$ cat src/rtl/fetch_unit.sv
// Instruction-fetch front end: owns the PC, issues imem reads and buffers words in a prefetch queue.
// Optional FETCH_STATS_EN adds fetch/flush event counters.
module fetch_unit #(
   parameter logic [31:0] PC_INIT = 32'h0,
   parameter int          DEPTH   = 4,
   parameter int          WORD_W  = 32
) (
   input  logic              CLK,
   input  logic              nRST,
   output logic              imemREN,
   output logic [WORD_W-1:0] imemaddr,
   input  logic              ihit,
   input  logic [WORD_W-1:0] imemload,
   input  logic              redirect,
   input  logic [WORD_W-1:0] redirect_addr,
   input  logic              halt_in,
   output logic              halt,
   input  logic              deq,
   output logic              instr_valid,
   output logic [WORD_W-1:0] instr,
   output logic [WORD_W-1:0] instr_pc,
`ifdef FETCH_STATS_EN
   output logic [31:0]       fetch_count,
   output logic [31:0]       flush_count,
`endif
   output logic [WORD_W-1:0] instr_pcplus
);

   localparam int PTR_W = $clog2(DEPTH);
   localparam int CNT_W = $clog2(DEPTH + 1);
   localparam logic [CNT_W-1:0] FULL = CNT_W'(DEPTH);

   logic [WORD_W-1:0] fetch_pc;
   logic [PTR_W-1:0]  rd_ptr;
   logic [PTR_W-1:0]  wr_ptr;
   logic [CNT_W-1:0]  count;
   logic [WORD_W-1:0] q_instr [DEPTH];
   logic [WORD_W-1:0] q_pc    [DEPTH];
   logic              enq;
   logic              deq_en;

   // Redirect blocks the request so a same-cycle ihit can never enqueue.
   assign imemREN  = nRST & ~halt & (count < FULL) & ~redirect;
   assign imemaddr = fetch_pc;
   assign enq      = imemREN & ihit;
   assign deq_en   = deq & instr_valid & ~redirect;

   assign instr_valid  = (count != '0);
   assign instr        = instr_valid ? q_instr[rd_ptr] : '0;
   assign instr_pc     = instr_valid ? q_pc[rd_ptr] : '0;
   assign instr_pcplus = instr_pc + WORD_W'(4);

   always_ff @(posedge CLK or negedge nRST) begin
      if (!nRST) begin
         fetch_pc <= WORD_W'(PC_INIT);
         rd_ptr   <= '0;
         wr_ptr   <= '0;
         count    <= '0;
         halt     <= 1'b0;
      end else begin
         if (halt_in)
            halt <= 1'b1;
         if (redirect) begin
            fetch_pc <= redirect_addr;
            rd_ptr   <= '0;
            wr_ptr   <= '0;
            count    <= '0;
         end else begin
            if (enq) begin
               wr_ptr   <= wr_ptr + PTR_W'(1);
               fetch_pc <= fetch_pc + WORD_W'(4);
            end
            if (deq_en)
               rd_ptr <= rd_ptr + PTR_W'(1);
            if (enq && !deq_en)
               count <= count + CNT_W'(1);
            else if (!enq && deq_en)
               count <= count - CNT_W'(1);
         end
      end
   end

   // Queue storage needs no reset; entries are only visible while counted.
   always_ff @(posedge CLK) begin
      if (enq) begin
         q_instr[wr_ptr] <= imemload;
         q_pc[wr_ptr]    <= fetch_pc;
      end
   end

`ifdef FETCH_STATS_EN
   logic [32:0] flush_sum;
   assign flush_sum = {1'b0, flush_count} + 33'(count);

   always_ff @(posedge CLK or negedge nRST) begin
      if (!nRST) begin
         fetch_count <= '0;
         flush_count <= '0;
      end else begin
         if (enq && fetch_count != '1)
            fetch_count <= fetch_count + 32'd1;
         if (redirect)
            flush_count <= flush_sum[32] ? '1 : flush_sum[31:0];
      end
   end
`endif

endmodule

$ cat config.mk
export PLATFORM = sky130hd
export DESIGN_NAME = fetch_unit
export DESIGN_NICKNAME = d
export VERILOG_FILES = /design/src/rtl/fetch_unit.sv
export SDC_FILE = /design/constraint.sdc
export NUM_CORES = 1
export LEC_CHECK = 0
export ABC_CLOCK_PERIOD_IN_PS = 4100
export BUFFER_PORTS_ARGS = -buffer_cell sky130_fd_sc_hd__buf_2
export CAP_MARGIN = 25
export CORE_MARGIN = 2
export CORE_UTILIZATION = 37
export DETAILED_ROUTE_END_ITERATION = 7
export GPL_TIMING_DRIVEN = 0
export SLEW_MARGIN = 15
export SYNTH_ARGS = -nofsm -noshare
export SYNTH_HDL_FRONTEND = slang
export SYNTH_SLANG_ARGS = --single-unit
$ cat constraint.sdc
create_clock -name CLK -period 4.1 [get_ports CLK]
set_input_delay 0.41 -clock CLK [delete_from_list [all_inputs] [get_ports CLK]]
set_output_delay 0.41 -clock CLK [all_outputs]
set_load 0.02 [all_outputs]
==> results.md <==
- Status: completed
- Post-route ant nets: 0
- Sum Neg Setup Slack: 0 ns
- Ys Warns: 0
- Tmin final: 3.92 ns
- Register area share after synthesis: 67.2%
- Io pins: 201
- #FFs+latches synth: 296
- H-tree Lvls: 1
- Maximum VDD drop: 0.340 mV
- Post-route cell area: 15700 sq um
- Synth-to-Final Area Change: 21.2%
- Crit. End Element: output port
- Final core utilization: 45.4%
- Residual DRC: 0
- Largest net degree at the start of global routing: 47
- Leakage dissipation: 5.81 nW
- Worst-case clock buffer depth: 3
- WS Path Type: reg -> out
- Via/cell ratio: 5.30
- Post-DP HPWL: 22600 um
- Final Hold Fails: 0
- Rel. slew slack: 44.3%
- Storage cell area: 8690 sq um
- Setup ws final: 0.178 ns
- PD cells: 624 nW/um^2
- Async SR Flop Fraction: 13.5%
- Vias in the first global route: 7979
- Finished Layout Cells: 1512
- Crit-path cells: nor3_4 -> buf_12 -> clkinvlp_4 -> buf_6 -> clkbuf_4 -> and2_1 -> ha_1 -> and3_2 -> nand3_2 -> nor4_4 -> xor2_1 -> buf_2
- Initial Util: 37.5%
- Fin. max-slew vios: 0
- Aggregate global-route resource usage: 18.2%
- Multi-input logic area: 3890 sq um
- Worst-path fanout max: 10
- Commonest non-fill, non-tap cells in the layout: edfxtp_1 (256), buf_2 (208), nand2_1 (67)
- Post-synth EDFFs: 256
- Gp weighted congestion: 0.823
- RSZ-0062 raised after global routing: false
- Clock root cell: clkbuf_16
- Vias: 8019
- Crit share post-route: 95.7%
- Synthesized area: 12900 sq um
- Die width: 191 um
- CTS tree: built
- Min-Delay Path Class: in -> reg
- Antenna fix cells: 0
- DP Worst Slack: -0.0808 ns
- Placed Cells: 1452
- Fillers: 3112
- CP Launch Point: count[0]
- Startpoint Class: flip-flop
- First-pass GRT wire length: 49400 um
- 1st-iter DRT viols: 657
- Syn Nets: 871
- Die area: 36400 sq um
- Placed Area: 14600 sq um
- Critical Path RT: 3.69 ns
- Final net count: 1110
- IO buf count: 199
- Routed wire length: 33000 um
- Cts bufs inserted: 30
- Final setup viols: 0
- Drt first pass iters: 6
- Initial antenna violation count: 1
- Worst path max stage delay: 0.43 ns
- Worst EP arrival: 3.51 ns
- Row cnt: 68
- Max stage delay cell, worst path: dfrtp_1
- Most common cell after layout, fill and taps aside: edfxtp_1
- Die height: 191 um
- Synth unique cells: 63
- Core area: 34500 sq um
- Skew final: 0.0138 ns
- Hold path startpoint: halt_in
- Peak Freq: 255 MHz
- Synthesized instance count: 794
- Worst Tran Pin Value: 0.835 ns
- Drt wl/cell: 21.8 um
- Reg2reg start: imemaddr[7]
- GRT Residual Overflow: 0
- CTS sink cnt: 296
- Worst-Skew Late Latency: 0.56 ns
- Number of max-cap violations: 0
- Top_reg_cell synth: edfxtp_1
- Mapped Avg Cell Area: 16.3 sq um
- Fraction of layout instances using a drive strength above 1: 32.5%
- Clock-pin slew on the worst setup and hold paths: 0.06 ns
==> registers in the layout, summed over array words and instances (netlist names) <==
register  count
count         3
halt          1
imemaddr     32
q_instr     128
q_pc        128
rd_ptr        2
wr_ptr        2
==> cell families after synthesis <==
group / after synthesis / synth area share (%)
flip-flops: 296 / 67.2
AND/OR/NAND/NOR: 249 / 10.8
AO/OA/AOI/OAI: 76 / 4.13
multiplexers: 69 / 12.0
buffers and inverters: 64 / 2.83
XOR/XNOR: 33 / 2.24
adder cells (fa/ha/maj): 7 / 0.736
==> cell type report <==
class	instances	share of cell area (%)
clock buffers	42	5.41
repair buffers	207	7.43
inverters	21	0.527
plain buffers	43	1.85
well taps	455	3.64
clock inverters	14	0.767
flip-flops and latches	296	55.5
multi-input cells	434	24.9
==> synthesized netlist by cell type, drive strengths merged, types with 14 or more instances <==
library cell	n	area share, %
xnor2	14	0.95
nand3	23	0.93
dfrtp	40	7.7
nand2	69	2.0
and2	61	3.0
nand4	14	0.96
edfxtp	256	59
clkbuf	19	0.78
xor2	19	1.3
nor2	28	0.81
mux4	62	11
o21ai	24	0.93
nor3	16	0.70
inv	21	0.61
buf	21	1.1
==> through the flow <==
| stage | hold slack, ns | power [mW] |
|---|---|---|
| floorplan | 0.114 | 5.81 |
| global placement | 0.502 | 7.10 |
| detailed placement | 0.511 | 7.12 |
| CTS | 0.0193 | 9.90 |
| global route | 0.0298 | 10.2 |
| finish | 0.0342 | 9.77 |
==> timing repair <==
| item | 4_1_cts | 5_1_grt |
|---|---|---|
| buffers inserted | 2 | 0 |
| endpoints found under the hold margin | 0 | 21 |
| hold buffers | 0 | 1 |
| resized for setup | 5 | 1 |
| pin swaps | 1 | 0 |
| endpoints found under the setup margin | 14 | 3 |
==> layer usage <==
layer / GRT usage, % / up-vias / wire length, um
li1: - / 3604 / -
met1: 26.4 / 4088 / 15100
met2: 28.3 / 292 / 15200
met3: 3.46 / 35 / 2270
met4: 4.08 / 0 / 456
met5: 0 / - / 0
==> report_power, final <==
group	internal (mW)	switching, mW
clock network	1.56	1.13
logic	1.35	2.26
registers	3.34	0.123
==> path summary, 6_finish.rpt <==
kind                       cells past startpoint  slack, ns          endpoint
setup / recovery                              12       0.18  instr_pcplus[24]
hold / removal                                 2       0.03              halt
setup reg to reg                               6       1.41      imemaddr[28]
hold reg to reg                                1       0.52              halt
max in group asynchronous                      3       3.20          count[2]
min in group asynchronous                      2       0.38      imemaddr[10]
==> critical path, delay by kind of cell, from the launching register on <==
| family | cells | cell delay [ns] |
|---|---|---|
| simple gates | 5 | 1.06 |
| fa+ha+maj | 1 | 0.23 |
| flops | 1 | 0.43 |
| xor+xnor | 1 | 0.20 |
| buf+inv | 5 | 1.02 |
No activity file was read; power rests on OpenSTA's default activity.
